$ cat src/rtl/interrupt_sequencer.sv
// ---------------------------------------------------------------------------
// interrupt_sequencer
//
// Purpose:
//   This control block sits beside the CPU datapath. It owns the interrupt
//   master enable (IME), the one-instruction EI delay, HALT/wake handling and
//   the five-step interrupt dispatch. During a dispatch it pushes the return
//   PC (high byte first), acknowledges the serviced request and loads PC with
//   that request's handler vector.
//
// Parameters:
//   VECTOR_BASE    handler address for request 0
//   VECTOR_STRIDE  address step between consecutive request vectors
//   SOURCES        number of interrupt request bits
//
// Ports:
//   i_Clk              system clock
//   i_Reset            synchronous, active-high reset
//   i_Enable           clock enable; one enabled cycle is one machine step
//   i_Interrupts       pending and enabled requests; bit 0 has highest priority
//   i_Instr_Boundary   CPU is at an opcode-fetch boundary
//   i_EI/i_DI/i_RETI   decoded EI / DI / RETI strobes
//   i_Halt             decoded HALT strobe
//   i_PC               current program counter
//   o_Handle_Interrupt high in every non-IDLE dispatch state
//   o_Push             write o_Push_Data at the stack slot
//   o_Push_Data        byte to push
//   o_Load_PC          load PC from o_Vector
//   o_Vector           handler address; held until the next JUMP or reset
//   o_Ack              one-hot clear of the serviced request bit
//   o_IME              master enable state
//   o_Halted           CPU is stalled in HALT
//   o_Halt_Bug         one-step pulse: HALT was not entered and the CPU must
//                      not increment PC on the next fetch
// ---------------------------------------------------------------------------
module interrupt_sequencer #(
  parameter logic [15:0] VECTOR_BASE   = 16'h0040,
  parameter int          VECTOR_STRIDE = 8,
  parameter int          SOURCES       = 5
) (
  input  logic               i_Clk,
  input  logic               i_Reset,
  input  logic               i_Enable,
  input  logic [SOURCES-1:0] i_Interrupts,
  input  logic               i_Instr_Boundary,
  input  logic               i_EI,
  input  logic               i_DI,
  input  logic               i_RETI,
  input  logic               i_Halt,
  input  logic [15:0]        i_PC,
  output logic               o_Handle_Interrupt,
  output logic               o_Push,
  output logic [7:0]         o_Push_Data,
  output logic               o_Load_PC,
  output logic [15:0]        o_Vector,
  output logic [SOURCES-1:0] o_Ack,
  output logic               o_IME,
  output logic               o_Halted,
  output logic               o_Halt_Bug
);

  localparam int IDX_W = (SOURCES > 1) ? $clog2(SOURCES) : 1;

  typedef enum logic [2:0] {
    S_IDLE,
    S_WAIT0,
    S_WAIT1,
    S_PUSH_HI,
    S_PUSH_LO,
    S_JUMP
  } state_t;

  state_t r_state;
  state_t w_next;

  logic             r_ime;
  logic             r_ei_delay;
  logic             r_halted;
  logic             r_valid;
  logic [IDX_W-1:0] r_idx;
  logic [15:0]      r_pc_latch;
  logic [15:0]      r_vector;

  logic               w_step;
  logic               w_pending;
  logic               w_ei_consume;
  logic               w_start;
  logic [IDX_W-1:0]   w_enc_idx;
  logic [SOURCES-1:0] w_enc_onehot;
  logic [15:0]        w_vector;

  // Index of the lowest set request bit (bit 0 wins); 0 when nothing is set.
  function automatic logic [IDX_W-1:0] lowest_idx(input logic [SOURCES-1:0] req);
    logic [IDX_W-1:0] idx;
    idx = '0;
    for (int i = SOURCES - 1; i >= 0; i--) begin
      if (req[i]) idx = IDX_W'(i);
    end
    return idx;
  endfunction

  // Strobes fire only on a cycle that really advances the machine, so a
  // reset landing mid-dispatch never leaks a push, ack or PC load.
  assign w_step       = i_Enable & ~i_Reset;
  assign w_pending    = |i_Interrupts;
  // A boundary that retires the EI delay raises IME but must not dispatch.
  assign w_ei_consume = r_ei_delay & i_Instr_Boundary;
  assign w_start      = (r_state == S_IDLE) & r_ime & w_pending &
                        ((i_Instr_Boundary & ~w_ei_consume) | r_halted);

  assign w_enc_idx    = lowest_idx(i_Interrupts);
  assign w_enc_onehot = w_pending ? (SOURCES'(1) << w_enc_idx) : '0;
  assign w_vector     = r_valid ? (VECTOR_BASE + 16'(VECTOR_STRIDE) * 16'(r_idx))
                                : 16'h0000;

  assign o_Handle_Interrupt = (r_state != S_IDLE);
  assign o_IME              = r_ime;
  assign o_Halted           = r_halted;
  // In JUMP the freshly computed vector is shown alongside o_Load_PC;
  // afterwards the registered copy holds it.
  assign o_Vector           = (r_state == S_JUMP) ? w_vector : r_vector;
  assign o_Halt_Bug         = w_step & (r_state == S_IDLE) & i_Halt & ~r_ime & w_pending;

  always_ff @(posedge i_Clk) begin
    if (i_Reset) begin
      r_state <= S_IDLE;
    end else if (i_Enable) begin
      r_state <= w_next;
    end
  end

  always_comb begin
    w_next      = r_state;
    o_Push      = 1'b0;
    o_Push_Data = 8'h00;
    o_Load_PC   = 1'b0;
    o_Ack       = '0;
    case (r_state)
      S_IDLE: begin
        if (w_start) w_next = S_WAIT0;
      end
      S_WAIT0: w_next = S_WAIT1;
      S_WAIT1: w_next = S_PUSH_HI;
      S_PUSH_HI: begin
        w_next      = S_PUSH_LO;
        o_Push      = w_step;
        o_Push_Data = r_pc_latch[15:8];
      end
      S_PUSH_LO: begin
        w_next      = S_JUMP;
        o_Push      = w_step;
        o_Push_Data = r_pc_latch[7:0];
        o_Ack       = w_step ? w_enc_onehot : '0;
      end
      S_JUMP: begin
        w_next    = S_IDLE;
        o_Load_PC = w_step;
      end
      default: w_next = S_IDLE;
    endcase
  end

  always_ff @(posedge i_Clk) begin
    if (i_Reset) begin
      r_ime      <= 1'b0;
      r_ei_delay <= 1'b0;
      r_halted   <= 1'b0;
      r_valid    <= 1'b0;
      r_idx      <= '0;
      r_pc_latch <= 16'h0000;
      r_vector   <= 16'h0000;
    end else if (i_Enable) begin
      if (r_state == S_IDLE) begin
        if (w_start) begin
          r_ime      <= 1'b0;
          r_halted   <= 1'b0;
          r_pc_latch <= i_PC;
        end else begin
          // Later assignments win: DI overrides EI, RETI and the EI delay.
          if (w_ei_consume) begin
            r_ime      <= 1'b1;
            r_ei_delay <= 1'b0;
          end
          if (i_EI)   r_ei_delay <= 1'b1;
          if (i_RETI) r_ime      <= 1'b1;
          if (i_DI) begin
            r_ime      <= 1'b0;
            r_ei_delay <= 1'b0;
          end
          // Halted with IME=1 and a request would have started dispatch, so
          // reaching here means IME=0: wake without servicing.
          if (r_halted && w_pending) begin
            r_halted <= 1'b0;
          end else if (i_Halt && !w_pending) begin
            r_halted <= 1'b1;
          end
        end
      end
      // Requests are resampled at PUSH_LO so a late change picks the vector.
      if (r_state == S_PUSH_LO) begin
        r_idx   <= w_enc_idx;
        r_valid <= w_pending;
      end
      if (r_state == S_JUMP) begin
        r_vector <= w_vector;
      end
    end
  end

endmodule
$ cat config.mk
export PLATFORM = sky130hd
export DESIGN_NAME = interrupt_sequencer
export DESIGN_NICKNAME = d
export VERILOG_FILES = /design/src/rtl/interrupt_sequencer.sv
export SDC_FILE = /design/constraint.sdc
export NUM_CORES = 1
export LEC_CHECK = 0
export CAP_MARGIN = 20
export CELL_PAD_IN_SITES_DETAIL_PLACEMENT = 1
export CELL_PAD_IN_SITES_GLOBAL_PLACEMENT = 2
export CORE_ASPECT_RATIO = 1.25
export CORE_MARGIN = 2
export CORE_UTILIZATION = 23
export DETAILED_ROUTE_END_ITERATION = 6
export PLACE_DENSITY_LB_ADDON = 0.25
export SYNTH_ARGS = -nofsm -noshare
export SYNTH_HDL_FRONTEND = slang
export SYNTH_SLANG_ARGS = --single-unit
$ cat constraint.sdc
create_clock -name i_Clk -period 1.6 [get_ports i_Clk]
set_input_delay 0.32 -clock i_Clk [delete_from_list [all_inputs] [get_ports i_Clk]]
set_output_delay 0.32 -clock i_Clk [all_outputs]
set_load 0.02 [all_outputs]
Word level (Yosys, flattened, before mapping)
Index checks and enable logic that the tools add are counted.

Word-level logic and storage cells: 72. Input bits: 29. Bits in registers: 42. Output and inout bits: 35.

Shift-type cells: 1. Add/subtract/negate cells: 1. Equality and inequality tests: 6. Bitwise operators: 15. Reductions and logical operators: 16. Muxes and demuxes: 25.

Operators by type and width (count): 3-bit two-way mux (6); 16-bit two-way mux (1); 8-bit case mux with 2 select lines (1); 5-bit two-way mux (3); 3-bit case mux with 5 select lines (1); 1-bit two-way mux (12); 1-bit AND (10); 3-bit AND reduction (3); 3-bit nonzero test (3); 7-bit by 6-bit adder with 8-bit output, first input constant (1); 8-bit two-way mux (1); 3-bit by 2-bit == test with 1-bit output, second input constant (2); 3-bit == test, second input constant (2); 5-bit OR reduction (1); 1-bit by 3-bit << shifter with 5-bit output, first input constant (1); 1-bit NOT (4); 2-bit AND reduction (2); 4-bit AND reduction (1); 4-bit nonzero test (1); 3-bit by 1-bit == test with 1-bit output, second input constant (1); 3-bit logical NOT (1); 1-bit logical AND (2); 2-bit inequality test, second input constant (1); 2-bit OR reduction (1); other kinds (2) (2).

Depth between registers and ports, before layout
Gate-level depths: netlist of run 1.

Depth after elaboration: 9. Depth in mapped cells: 6.

Worst setup path after synthesis of run 1
No wires, ideal clock.

Path kind: flip-flop to output port. Start: reg r_state[0]. End: out o_Halt_Bug. Buffers on the path: 1. Slack: -0.430 ns. Cell stages (with the launch flop): 4. Data arrival time: 1.710 ns. Required time: 1.280 ns. Cell sequence: dfxtp_1 > clkbuf_1 > or3_1 > nor4_1.

Cells in the longest elaborated chain, start to end: 5.

RTL lines: start: declaration (line 73) `state_t r_state;`; start signal: assignment (line 128) `r_state <= w_next;`; 3-bit logical NOT (line 122) `assign o_Halt_Bug = w_step & (r_state == S_IDLE) & i_Halt & ~r_ime & w_pending;`; 1-bit AND (4 in series) (line 122); end: declaration (line 59) `output logic o_Halt_Bug`.

Every way passes these cells.

Final worst setup path of run 1
Start: reg r_state[0]. End: out o_Vector[1].

Cells in the longest elaborated chain, start to end: 2.

RTL lines: 3-bit == test (line 121) `assign o_Vector = (r_state == S_JUMP) ? w_vector : r_vector;`; 16-bit two-way mux; end: declaration (line 55) `output logic [15:0] o_Vector,`.

Every way passes these cells.

==> impl.org, run 1 <==
** Logic synthesis
- Summing every instance area after synthesis gives 1950 um^2.
- The cell count after synthesis came out at 230.
- Cell variety after synth :: 38
- The Yosys step of the flow raised 0 warnings.
- Fraction of the yosys area taken by sequential cells :: 43.1%
- Top area cells in the synthesized netlist :: sky130_fd_sc_hd__dfxtp_1, sky130_fd_sc_hd__nand2_1, sky130_fd_sc_hd__mux2i_1, sky130_fd_sc_hd__nor2_1, sky130_fd_sc_hd__and2_1
- Area share of the largest cell type after synthesis :: 43.1%
- sky130_fd_sc_hd__dfxtp_1 takes more of the synthesized area than any other cell.
- Avg Synthesized Cell Area :: 8.48 um^2
- Synthesis inferred 42 register bits.
- Syn_nets :: 259

** Floorplan
- The core region is 8240 um^2.
- Area of the die :: 9240 um^2
- IO Count :: 64
- The floorplan has 37 rows.
- The die is 86.4 um wide.
- Initial core utilization :: 23.7%
- Die Y-Extent :: 107 um

** Drt
- After detailed routing, the average wire length per cell comes to 13.9 um.
- Number of vias after detailed routing :: 1981
- DRC Markers :: 0
- Summed over all layers, the routed wires come to 6.14 mm.
- Dividing the detail-routed via count by the number of cells gives 4.49.
- Number of iterations in the first detailed-routing pass :: 4
- The detail route stage leaves a number of antenna-violating nets equal to 0.
- Starting DRC count in detailed routing :: 40

** Placement
- In this run, placement finished with an instance count of 424.
- In this run the cell area measured after placement is 3050 um^2.
- Summed over all nets, the half-perimeter wirelength after detailed placement is 4.16 mm.
- During placement, the flow inserted port buffers numbering 63.
- At the placement stage, the worst setup path has a slack of -0.921 ns.
- At the end of routability-driven placement, the weighted congestion stood at 0.740.

** Global routing
- The number of antenna violations at the first check in global routing is 0.
- The first global-routing pass estimated 9.98 mm of wire.
- The via count of the first global-routing pass came to 2028.
- Leftover overflow at the end of global routing :: 0
- Entering global routing, the biggest net connects 48 pins.
- Across every metal layer, demand over resource in global routing totals 13.6%.

** Setup path
- Startpoint class of the critical path :: register
- Critical path launch point :: r_state[0]
- The critical path ends at o_Vector[1].
- Setup slack of the most critical reg-to-reg path :: -0.03 ns
- Number of cells on the worst reg-to-reg path :: 6
- Critical Setup Path Class :: register to output pin
- Arrival time of the worst setup path :: 1.53 ns
- STA classifies the critical path endpoint as an output pin.
- End of the worst register-to-register path :: r_pc_latch[4]
- Worst Path Max Fanout :: 6
- Data on the critical path is required at its endpoint by 1.28 ns.
- Worst R2R Start :: r_state[0]

** Finish
- Of the cells placed in the final design, the portion with a size suffix greater than 1 is 36.9%.
- Leaving out fill and tap cells, the most frequent cells in the layout are sky130_fd_sc_hd__buf_4, sky130_fd_sc_hd__nand2_1, sky130_fd_sc_hd__dfxtp_1, sky130_fd_sc_hd__buf_6, sky130_fd_sc_hd__clkdlybuf4s50_1.
- Number of nets at the end of the flow :: 372
- The library cell used most frequently in the layout, excluding fill and tap cells, is sky130_fd_sc_hd__buf_4.
- Signed area change from the synthesized netlist to the final layout :: 68.9%
- Final cell count without fillers :: 441
- Antenna Diode Count :: 0
- Summing all non-filler instances in the final layout gives an area of 3290 um^2.

** Power
- For this design the ratio of total power to cell area is 650 nW/um^2.
- Post-layout power :: 2140 uW
- Worst vdd ir :: 0.340 mV
- P_leak :: 0.00143 uW

** STA
- Setup violations remaining at the end of the flow were counted as 48.
- Fraction of the cycle the final worst path needs :: 116%
- Worst-case hold slack :: 0.464 ns
- The worst path in the final design needs a cycle of 1.85 ns, including I/O delays and setup.
- Setup ws final :: -0.249 ns
- For the pin with the worst max-slew slack, the measured transition is 0.446 ns.
- Clock Skews :: 0.00703 ns
- Based on the critical path, the design can be clocked at up to 541 MHz.
- The total count of hold-check failures in the final report came to 0.
- Setup repair after global routing missed its margin :: yes
- Final Slew Violations :: 0
- Headroom to the max-slew limit :: 70.3%

** Clock network
- Clock edge transition at the registers on the reported setup and hold paths :: 0.09 ns
- Number of levels in the clock H-tree :: 2
- The clock net in this run drives a total of 42 sinks.
- The later pin in the worst-skew pair is clocked with a latency of 0.29 ns.
- TritonCTS built the clock tree.
- In this run the deepest clock path goes through 2 buffers.
- Total CTS buffers :: 5
- In this run, post-CTS hold repair placed 0 buffers.
- Clock root buffer :: sky130_fd_sc_hd__clkbuf_8

** Min path
- HP Class :: register to register

** Flow run
- Max-cap violations :: 0

** Status
- The run finished, with violations left.
- The final reports fail on negative setup slack.
worst min path at each step:
stage	from	cells past startpoint	end	slack [ns]
2_1_floorplan	i_Reset	1	o_Halted	0.40
3_3_place_gp	r_pc_latch[8]	2	r_pc_latch[8]	0.44
3_5_place_dp	r_pc_latch[0]	2	r_pc_latch[0]	0.45
4_1_cts	r_pc_latch[0]	2	r_pc_latch[0]	0.47
5_1_grt	r_pc_latch[15]	2	r_pc_latch[15]	0.48
6_report	r_pc_latch[1]	2	r_pc_latch[1]	0.46
timing repair:
| action | CTS | global route |
|---|---|---|
| hold endpoints to repair | 0 | 0 |
| gates resized for setup | 211 | 15 |
| endpoints found under the setup margin | 54 | 51 |
| setup buffers | 6 | 3 |
| pin swaps | 10 | 10 |
| gates cloned | 3 | 0 |
cells in the mapped netlist (all sizes together):
cell	count
nand2	46
dfxtp	42
nor2	25
mux2i	17
and2	13
a21oi	12
and3	12
clkbuf	11
a22o	8
o21ai	5
inv	4
nand2b	4
nor3	4
buf	3
nor4	3
or3	3
nand3b	2
nor4b	2
a2111oi	1
a211oi	1
a21o	1
a22oi	1
a31o	1
a32o	1
mux2	1
nand4	1
nand4b	1
nand4bb	1
nor2b	1
o211ai	1
o221ai	1
or4	1
critical path, stage by stage (launching register included):
cell and delay (ns):
sky130_fd_sc_hd__dfxtp_4 0.37, sky130_fd_sc_hd__buf_4 0.14, sky130_fd_sc_hd__nand3b_1 0.13, sky130_fd_sc_hd__buf_6 0.17
sky130_fd_sc_hd__buf_4 0.14, sky130_fd_sc_hd__and2_1 0.14, sky130_fd_sc_hd__buf_2 0.15
power breakdown:
part	switching [uW]	internal (uW)
clock	377	357
combinational	151	189
sequential	11.1	1060
total	539	1600
registers in the layout (all words and copies together), names as in the netlist:
| name | flops |
|---|---|
| o_IME | 1 |
| r_valid | 1 |
| r_pc_latch | 16 |
| r_ei_delay | 1 |
| r_vector | 16 |
| r_state | 3 |
| o_Halted | 1 |
| r_idx | 3 |
per-layer routing:
metal | track usage (%) | vias up | part of all wire (%)
met1 | 16.8 | 925 | 44
met5 | 0 | - | 0
met3 | 2.69 | 5 | 3.2
li1 | - | 1018 | -
met2 | 23.8 | 33 | 52
met4 | 3.35 | 0 | 0.96
final cells by class:
class / instances / area, um^2
well taps: 97 / 121
inverters: 4 / 15.0
clock inverters: 1 / 8.76
clock buffers: 7 / 86.3
repair buffers: 120 / 1040
fillers: 975 / 4950
multi-input cells: 170 / 1170
flip-flops and latches: 42 / 852
metrics by stage:
stage	utilization (%)	setup TNS (ns)
after global placement	37.0	-33.11
after global routing	40.0	-10.35
after detailed placement	37.0	-33.99
after floorplan	-	-0.820
after CTS	39.9	-9.07
final	40.0	-6.92
kinds of logic (layout without fill, tap and decap cells):
family / Yosys count / after routing / synth area share (%)
flops: 42 / 42 / 43.1
simple gates: 119 / 119 / 31.4
buf+inv: 18 / 132 / 4.49
mux: 18 / 18 / 9.30
compound gates: 33 / 33 / 11.7
(Power assumes the default switching activity.)
==> inputs of run 2 (changes only) <==
Settings changed: CORE_UTILIZATION 23 to 24, CTS_BUF_LIST from default to sky130_fd_sc_hd__clkbuf_4.
==> run 2 against run 1 <==
The flow still finishes with violations (negative setup slack). Sequential cell count did not move. Global-route usage rose by 0.10 points. Clock skew rose by 0.0018 ns. Sequential share of layout area fell by 1.3 points. Core utilization rose by 4.1 points. Combinational power fell by 2%. Total power fell by 0.98%. Routed wire length fell by 1.6%. Largest power group unchanged.
==> impl.org, run 2 (same netlist as run 1, synthesis figures left out) <==
** STA
- The number of max-slew violations in the final report was 0.
- Setup repair after global routing could not meet its margin everywhere.
- After layout, the worst path uses 125% of the clock period.
- Headroom to the max-slew limit :: 73.5%
- Setup violations remaining at the end of the flow were counted as 49.
- Final sum of negative setup slack :: -9.18 ns
- Setup ws final :: -0.405 ns
- Timing would allow up to 499 MHz.
- Slew at the pin with the worst max-slew slack :: 0.393 ns
- Worst-case hold slack :: 0.422 ns
- For the finished layout, the period the worst path requires is 2.01 ns.
- Endpoints failing hold :: 0
- Clock Skews :: 0.00881 ns

** Clock network
- Clock latency on the worst-skew pair :: 0.36 ns
- Clock tree from TritonCTS :: built
- Number of hold buffers added after cts :: 0
- The number of clock buffers added by TritonCTS is 5.
- The clock drives 42 sinks.
- In this run the number of H-tree levels came out at 2.
- The tree is rooted in a sky130_fd_sc_hd__clkbuf_4.
- Clock edge transition at the registers on the reported setup and hold paths :: 0.13 ns
- Number of buffers on the longest clock path :: 2

** Finish
- Final cell count without fillers :: 440
- For this run, the post-layout net count is 373.
- Antenna Diode Count :: 0
- In the layout the commonest cells are sky130_fd_sc_hd__buf_4, sky130_fd_sc_hd__nand2_1, sky130_fd_sc_hd__buf_6, sky130_fd_sc_hd__dfxtp_1, sky130_fd_sc_hd__clkdlybuf4s50_1.
- Compared with the post-synthesis result, the final layout area differs by 77.3%.
- Fraction of layout instances using a drive strength above 1 :: 41.2%
- Largest registers :: r_pc_latch: 16 flops, r_vector: 16 flops
- The library cell used most frequently in the layout, excluding fill and tap cells, is sky130_fd_sc_hd__buf_4.

** Power
- VDD sags by at most 0.324 mV.
- Power density over cell area :: 613 nW/um^2
- The analysis attributes to cell leakage a power of 0.00148 uW.

** Placement
- Worst-case setup slack after placement :: -0.931 ns
- Once detailed placement completed, the half-perimeter wirelength came to 4.05 mm.
- Routability-driven placement finished with a final weighted congestion of 0.762.
- Placed cell count :: 418
- Number of buffer cells added on primary ports :: 63

** Flow run
- Max-cap violations :: 0

** Setup path
- Required arrival time at the worst endpoint :: 1.28 ns
- The critical path is of the register to output pin type.
- Worst R2R Start :: r_state[1]
- Arrival time of the worst setup path :: 1.69 ns
- By instance count, the cell type seen most on the critical path is sky130_fd_sc_hd__buf_6.
- For this run, the slowest stage of the critical path takes 0.38 ns.
- Critical path launch point :: r_state[0]
- Worst-path cell with the longest stage delay :: sky130_fd_sc_hd__dfxtp_4
- Critical Path End Type :: output pin
- Of all nets on the critical path, the largest fanout is 5.
- STA classifies the critical path startpoint as a register.
- Walking the worst path, the cells encountered are buf_4 -> nand3b_1 -> buf_6 -> buf_12 -> mux2_2 -> buf_6.

** Drt
- Number of vias after detailed routing :: 2028
- Number of nets with antenna violations after detailed routing :: 0
- DR vias/cell :: 4.61
- Number of iterations in the first detailed-routing pass :: 4
- DRC Markers :: 0
- The routed design has 6.04 mm of wire.
- Mean routed wirelength per cell :: 13.7 um
- Starting DRC count in detailed routing :: 36

** Global routing
- Overall track demand over capacity in global routing :: 13.7%
- Initial antenna violation count :: 0
- Global-route wire length before repair :: 9.84 mm
- Number of global-route vias before repair :: 2079
- Entering global routing, the biggest net connects 48 pins.
- The total overflow left after global routing is 0.

** Floorplan
- The die is 84.6 um wide.
- The total area inside the core boundary comes to 7840 um^2.
- The initial utilization of the core area, before any placement, comes to 24.9%.
- 64 I/O pins were placed.
- Number of standard-cell rows in the floorplan :: 36
- Area of the die :: 8870 um^2
- Die Y-Extent :: 105 um

** Status
- Status :: finished with violations
- The checks that failed: negative setup slack.

** Min path
- HP Class :: input pin to register
- Worst Min Path Start :: i_Interrupts[0]
run 2: cell count changes in the layout (fill, tap and decap cells not counted), moves of 3 or more:
cell | previous run | this run
sky130_fd_sc_hd__buf_4 | 52 | 45
sky130_fd_sc_hd__buf_6 | 24 | 41
sky130_fd_sc_hd__buf_2 | 14 | 1
sky130_fd_sc_hd__clkbuf_4 | 0 | 6
sky130_fd_sc_hd__nand2_2 | 2 | 5
sky130_fd_sc_hd__nand2_1 | 44 | 41
sky130_fd_sc_hd__and2_4 | 0 | 8
sky130_fd_sc_hd__clkbuf_2 | 1 | 4
sky130_fd_sc_hd__and2_1 | 13 | 5
sky130_fd_sc_hd__clkbuf_8 | 6 | 0
sky130_fd_sc_hd__dlygate4sd2_1 | 4 | 1
run 2: final timing paths:
kind	slack, ns	end	depth (start not counted)
hold reg to reg	0.47	r_pc_latch[6]	2
setup / recovery	-0.41	o_Vector[6]	6
setup reg to reg	-0.04	r_pc_latch[15]	6
hold / removal	0.42	r_idx[0]	4
run 2: repair_timing:
item                                    4_1_cts  5_1_grt
cloned                                        1        2
gates resized for setup                     158      104
endpoints found under the setup margin       54       52
buffers inserted                              7        6
endpoints found under the hold margin         0        0
pin swaps                                     6       12
run 2: metrics by stage:
step / utilization [%] / instance area (um^2) / total power (uW)
6_report: 44.1 / 3460 / 2120
4_1_cts: 40.3 / 3160 / 2140
2_1_floorplan: - / 1990 / 1220
3_3_place_gp: 38.5 / 3020 / 1390
5_1_grt: 44.1 / 3460 / 2230
3_5_place_dp: 38.5 / 3020 / 1400
run 2: critical path, delay by kind of cell (launching register included):
kind / cells / cell delay [ns]
AND/OR/NAND/NOR: 1 / 0.09
flip-flops: 1 / 0.38
multiplexers: 1 / 0.33
buffers and inverters: 4 / 0.52
run 2: layout make-up:
type / instances / area (um^2)
Multi-Input combinational cell: 170 / 1220
Inverter: 4 / 15.0
Timing Repair Buffer: 121 / 1180
Tap cell: 95 / 119
Clock inverter: 2 / 37.5
Sequential cell: 42 / 850
Fill cell: 938 / 4380
Clock buffer: 6 / 45.0
run 2: metal layers:
metal | vias to the layer above | track usage [%] | share of wire, %
met1 | 961 | 16.4 | 44
met4 | 0 | 4.76 | 1.3
met3 | 9 | 2.45 | 3.7
met2 | 42 | 24.2 | 51
li1 | 1016 | - | -
met5 | - | 0 | 0
run 2: power by group:
part           switching (uW)  internal, uW  total, uW
logic                     149           184        333
registers                10.8          1060       1070
clock network             371           347        718
